### config.mk
export PLATFORM = sky130hd
export DESIGN_NAME = song_addr_sequencer
export DESIGN_NICKNAME = d
export VERILOG_FILES = /design/src/rtl/song_addr_sequencer.sv
export SDC_FILE = /design/constraint.sdc
export NUM_CORES = 1
export LEC_CHECK = 0
export ABC_CLOCK_PERIOD_IN_PS = 6500
export CORE_ASPECT_RATIO = 1.2
export CORE_MARGIN = 2
export CORE_UTILIZATION = 50
export DETAILED_ROUTE_END_ITERATION = 8
export PLACE_DENSITY = 0.67
export SETUP_SLACK_MARGIN = 0.5
export SLEW_MARGIN = 10
export SYNTH_ARGS = -nofsm -noshare
export SYNTH_HDL_FRONTEND = slang
export SYNTH_SLANG_ARGS = --single-unit
### constraint.sdc
create_clock -name clk -period 6.5 [get_ports clk]
set_clock_uncertainty 0.1 [all_clocks]
set_input_delay 1.3 -clock clk [delete_from_list [all_inputs] [get_ports clk]]
set_output_delay 1.3 -clock clk [all_outputs]
set_load 0.05 [all_outputs]
### src/rtl/song_addr_sequencer.sv
// Multi-slot sample-address sequencer between the song FSM and the ZBT port.
// Optional build macro LOOP_PLAYBACK_EN: playback wraps to the slot base instead of finishing.
module song_addr_sequencer #(
  parameter int ADDR_W    = 19,
  parameter int NUM_SLOTS = 12,
  parameter int SEL_W     = 4,
  parameter int SLOT_SIZE = 40000,
  parameter int LEN_W     = 16,
  parameter int BASE_ADDR = 0,
  parameter int DECIM     = 6
) (
  input  logic              clk,
  input  logic              reset,
  input  logic              sample_strobe,
  input  logic              start,
  input  logic              pause,
  input  logic              record_mode,
  input  logic [SEL_W-1:0]  slot_sel,
  output logic [ADDR_W-1:0] mem_addr,
  output logic              mem_strobe,
  output logic              mem_we,
  output logic              busy,
  output logic              song_done,
  output logic              bad_slot,
  output logic [LEN_W-1:0]  slot_len
);

`ifdef LOOP_PLAYBACK_EN
  localparam bit LOOP_EN = 1'b1;
`else
  localparam bit LOOP_EN = 1'b0;
`endif

  localparam int DCNT_W = $clog2(DECIM + 1);

  typedef enum logic [1:0] {IDLE, RUN, PAUSE, DONE} state_t;

  state_t            state;
  logic [DCNT_W-1:0] dcnt;
  logic [SEL_W-1:0]  sel_q;
  logic              rec_q;
  logic [LEN_W-1:0]  len_q [NUM_SLOTS];
  logic [ADDR_W-1:0] base_q;
  logic [ADDR_W-1:0] end_addr;
  logic              sel_ok;

  function automatic logic [ADDR_W-1:0] slot_base(input logic [SEL_W-1:0] s);
    return ADDR_W'(BASE_ADDR + 32'(s) * SLOT_SIZE);
  endfunction

  function automatic logic [LEN_W-1:0] len_sat_inc(input logic [LEN_W-1:0] l);
    if (l >= LEN_W'(SLOT_SIZE))
      return l;
    else
      return l + LEN_W'(1);
  endfunction

  // A record take may fill the whole slot; playback stops at the last recorded word.
  always_comb begin
    base_q   = slot_base(sel_q);
    end_addr = rec_q ? base_q + ADDR_W'(SLOT_SIZE - 1)
                     : base_q + ADDR_W'(len_q[sel_q]) - ADDR_W'(1);
  end

  assign sel_ok    = 32'(slot_sel) < NUM_SLOTS;
  assign busy      = (state == RUN) || (state == PAUSE);
  assign song_done = (state == IDLE) || (state == DONE);
  assign slot_len  = len_q[sel_q];

  always_ff @(posedge clk) begin
    if (reset) begin
      state      <= IDLE;
      mem_addr   <= ADDR_W'(BASE_ADDR);
      mem_strobe <= 1'b0;
      mem_we     <= 1'b0;
      bad_slot   <= 1'b0;
      dcnt       <= '0;
      sel_q      <= '0;
      rec_q      <= 1'b0;
      for (int i = 0; i < NUM_SLOTS; i++) len_q[i] <= '0;
    end else begin
      bad_slot <= 1'b0;
      if (start && sel_ok) begin
        // A valid start overrides everything, including a commit in flight.
        sel_q      <= slot_sel;
        rec_q      <= record_mode;
        mem_addr   <= slot_base(slot_sel);
        dcnt       <= '0;
        mem_strobe <= 1'b0;
        mem_we     <= 1'b0;
        if (record_mode) begin
          len_q[slot_sel] <= '0;
          state           <= RUN;
        end else if (len_q[slot_sel] == '0) begin
          state <= DONE;
        end else begin
          state <= RUN;
        end
      end else begin
        if (start) bad_slot <= 1'b1;
        unique case (state)
          RUN: begin
            if (mem_strobe) begin
              // Commit edge: runs to completion even if pause rose this cycle.
              mem_strobe <= 1'b0;
              mem_we     <= 1'b0;
              if (rec_q) len_q[sel_q] <= len_sat_inc(len_q[sel_q]);
              if (mem_addr == end_addr) begin
                if (LOOP_EN && !rec_q) begin
                  mem_addr <= base_q;
                  if (pause) state <= PAUSE;
                end else begin
                  state <= DONE;
                end
              end else begin
                mem_addr <= mem_addr + ADDR_W'(1);
                if (pause) state <= PAUSE;
              end
            end else if (pause) begin
              state <= PAUSE;
            end else if (sample_strobe) begin
              if (dcnt == DCNT_W'(DECIM - 1)) begin
                dcnt       <= '0;
                mem_strobe <= 1'b1;
                mem_we     <= rec_q;
              end else begin
                dcnt <= dcnt + DCNT_W'(1);
              end
            end
          end
          PAUSE: begin
            if (!pause) state <= RUN;
          end
          default: begin
          end
        endcase
      end
    end
  end

endmodule

==> results.cfg <==
[die]
rows = 73
floorplan.die_area_um2 = 34600
fp.dieW_um = 170.1
floorplan.core_area_um2 = 32880
die_y_um = 203.4
start_util_pct = 50.36
floorplan.io_pins = 50

[critical_path]
worstPathCellList = fa_1 > ha_1 > ha_1 > a211oi_1 > nor2_1 > nor2_1 > xnor2_1 > ha_1 > a21o_1 > a21oi_1 > o211ai_1 > o41ai_2 > nor3_4 > xnor2_4 > a31oi_4 > or4b_1 > nand2_1
critical_path.endpoint_type = register
critical_path.top_delay_family = compound AO/OA/AOI/OAI gates
critical_path_arrival_ns = 6.04
critPathMaxStageDelay_ns = 0.61
timing.critical_path.required_ns = 6.91
r2r_setup_slk_ns = 0.87
timing.critical_path.fanout_max = 10
crit_path_top_delay_cell = dfxtp_1
critical_path.n_buffers_inverters = 0
critical-path-top-cell-by-count = ha_1
timing_worst_setup_path_type = register to register
worst_setup_start_kind = register

[synthesis]
synthCells = 1439
synth_compound_area_share_pct = 8.039
synth_area_um2 = 16560
post_synth_fa_ha_maj_area_fraction_pct = 5.757
synth_nets = 1521
async_sr_flop_fraction_pct = 0
count_of_yosys_warnings_during_synthesis = 0
synth-edff-count = 256
yosys_register_bits = 292
post_synth_xor_area_fraction_pct = 3.921
synth_area_per_cell_um2 = 11.51
synth-main-ff-cell = edfxtp_1
main_combinational_cell_family_by_area_after_synthesis = simple AND/OR/NAND/NOR gates
synth_mux_area_share_pct = 10.60
ys_types = 89
post_synth_and_or_nand_nor_area_fraction_pct = 17.36
seq_area_frac_synth_pct = 50.77

[global_route]
via_count_of_the_first_global_routing_pass = 12120
grt_remaining_overflow = 0
grt_first_pass_wirelength_mm = 74.78
grt_use_met3_pct = 4.056
gr-usage-met1_pct = 36.64
grt_start_max_net_pins = 41
globalRoute.busiestLayer = met2
grt_util_met2_pct = 49.59
global_route.usage.total_pct = 29.16
initial_antenna_violation_count = 1

[placed_design]
place_worst_setup_slack_ns = 0.6885
detailed_place_hpwl_mm = 37.41
place.gp.congestion = 1.006
placed_cell_area_um2 = 17520
place.port_buffers = 49

[cells_and_area]
seq_area_um2 = 8417
drive_above_1_share_pct = 13.77
fillerInstances = 2758
fin_area_um2 = 18560
multi_input_area_um2 = 7597
finish.net_count = 1561
layout-area-overhead-vs-synth_pct = 12.08

[detailed_routing]
detail_route.first_pass.iterations = 6
remaining_drc_errors = 0
routed-via-count = 12190
finalWirelength_mm = 49.28
detail-route-antenna-nets = 0
drt-initial-drc-count = 1471
route.detailed.wl_per_inst_um = 25.71
routed_via_density = 6.361

[power]
power_density_nw_per_um2 = 280.1
ir_worst_vdd_mv = 0.2035
p_leak_uw = 0.006554
finalPower_uw = 5199

[timing]
setup_tns_ns = 0
final.min_clock_period_ns = 5.630
max_slew.worst_pin.slew_ns = 1.198
fmax_ghz = 0.1776
finalWorstSetupSlack_ns = 0.8696
report.final.hold_viol_count = 0
drv_slew = 0
fin_crit_sh_pct = 86.62
hold_ws_ns = 0.4256
slew_headroom_pct = 19.71
finalSetupViolCount = 0
rsz0062_at_grt = false

[clocking]
worst_skew_pair.late_latency_ns = 0.57
cts_post_setup_buffers_inserted = 0
htree_levels = 1
worst_setup_hold_path_clk_slew_ns = 0.06
clockBufferDepth = 3
cts.sinks = 292
cts_inserted_buffers = 30
ctsRootBufferMaster = clkbuf_16
tritoncts = done

[worst_hold_path]
worst_hold_path_type = register to register

[run]
drv.max_cap_violation_count = 0

[status]
status = complete, no violations
## through the flow
| step | util, % | std cells |
|---|---|---|
| after CTS | 56.34 | 1915 |
| after global placement | 53.28 | 1859 |
| after detailed placement | 53.28 | 1859 |
| final | 56.45 | 1917 |
| after global routing | 56.43 | 1915 |
| after floorplan | - | 1439 |
## worst paths after layout
check,start,endpoint,depth (start not counted)
setup / recovery,sel_q[1],mem_addr[4],17
hold / removal,mem_we,mem_we,2
setup reg to reg,sel_q[1],mem_addr[4],17
hold reg to reg,mem_we,mem_we,2
## Yosys cell counts (19+ instances only)
| library cell | number | area (um^2) |
|---|---|---|
| nand2_1 | 87 | 326.6 |
| nand2b_1 | 19 | 118.9 |
| o21ai_0 | 20 | 100.1 |
| nand4_1 | 21 | 131.4 |
| edfxtp_1 | 256 | 7687 |
| nand3_1 | 32 | 160.2 |
| mux4_2 | 72 | 1622 |
| dfxtp_1 | 36 | 720.7 |
| ha_1 | 65 | 813.3 |
| xor2_1 | 19 | 166.4 |
| inv_1 | 60 | 225.2 |
| nor2_1 | 274 | 1028 |
| nor4_1 | 52 | 325.3 |
| clkbuf_1 | 49 | 183.9 |
| xnor2_1 | 47 | 411.6 |
| a21oi_1 | 47 | 235.2 |
## area by class of cell
type / count / share of cell area (%)
antenna: 2 / 0.02697
clock buffer: 34 / 4.240
clock inverter: 22 / 1.166
inverter: 63 / 1.274
multi-input combinational: 1007 / 40.93
sequential: 292 / 45.35
tap: 412 / 2.777
timing repair buffer: 85 / 4.234
## placed cells by master, fill, tap and decap left out, drive strengths merged, types with 21 or more instances in the layout
cell type,netlist,layout
dfxtp,36,36
nor2,274,274
nand3,32,32
ha,65,65
inv,61,63
edfxtp,256,256
clkdlybuf4s50,0,49
nor4,55,55
mux4,72,72
clkbuf,49,34
buf,28,36
xnor2,50,50
a21oi,48,48
nand4,21,21
nand2,87,87
o21ai,24,24
## per-layer routing
layer  vias up  wire, um
met1      5977     18180
met5         -         0
met4         0      2910
li1       5440         -
met3       129      3959
met2       648     24240
## flip-flops by register name (all words and copies together), names as in the netlist, named ones only
name / count
sel_q: 4
mem_we: 1
mem_addr: 19
mem_strobe: 1
state: 2
len_q: 256
dcnt: 3
bad_slot: 1
rec_q: 1
## timing repair
item | 4_1_cts | 5_1_grt
hold buffers | 0 | 0
endpoints found under the hold margin | 0 | 0
resized for setup | 0 | 6
endpoints found under the setup margin | 0 | 19
## worst min-delay path: cells and delay by family (launching register included)
family	cells	cell delay [ns]
DFF	1	0.33
AOI/OAI and AO/OA	1	0.08
and+or+nand+nor	1	0.08
## logic make-up (layout without fill, tap and decap cells)
kind of cell             count (synthesis)  after routing
AO/OA/AOI/OAI                          184            184
AND/OR/NAND/NOR                        596            596
other                                    0              2
buffers and inverters                  140            204
flip-flops                             292            292
multiplexers                            85             85
XOR/XNOR                                70             70
adder cells (fa/ha/maj)                 72             72
## report_power, final
part | leakage [uW] | internal, uW | switching (uW)
sequential | 0.00284 | 2090 | 71.8
clock | 0.000482 | 997 | 739
combinational | 0.00323 | 478 | 822
Note: power is estimated with default switching activity, not from simulation.
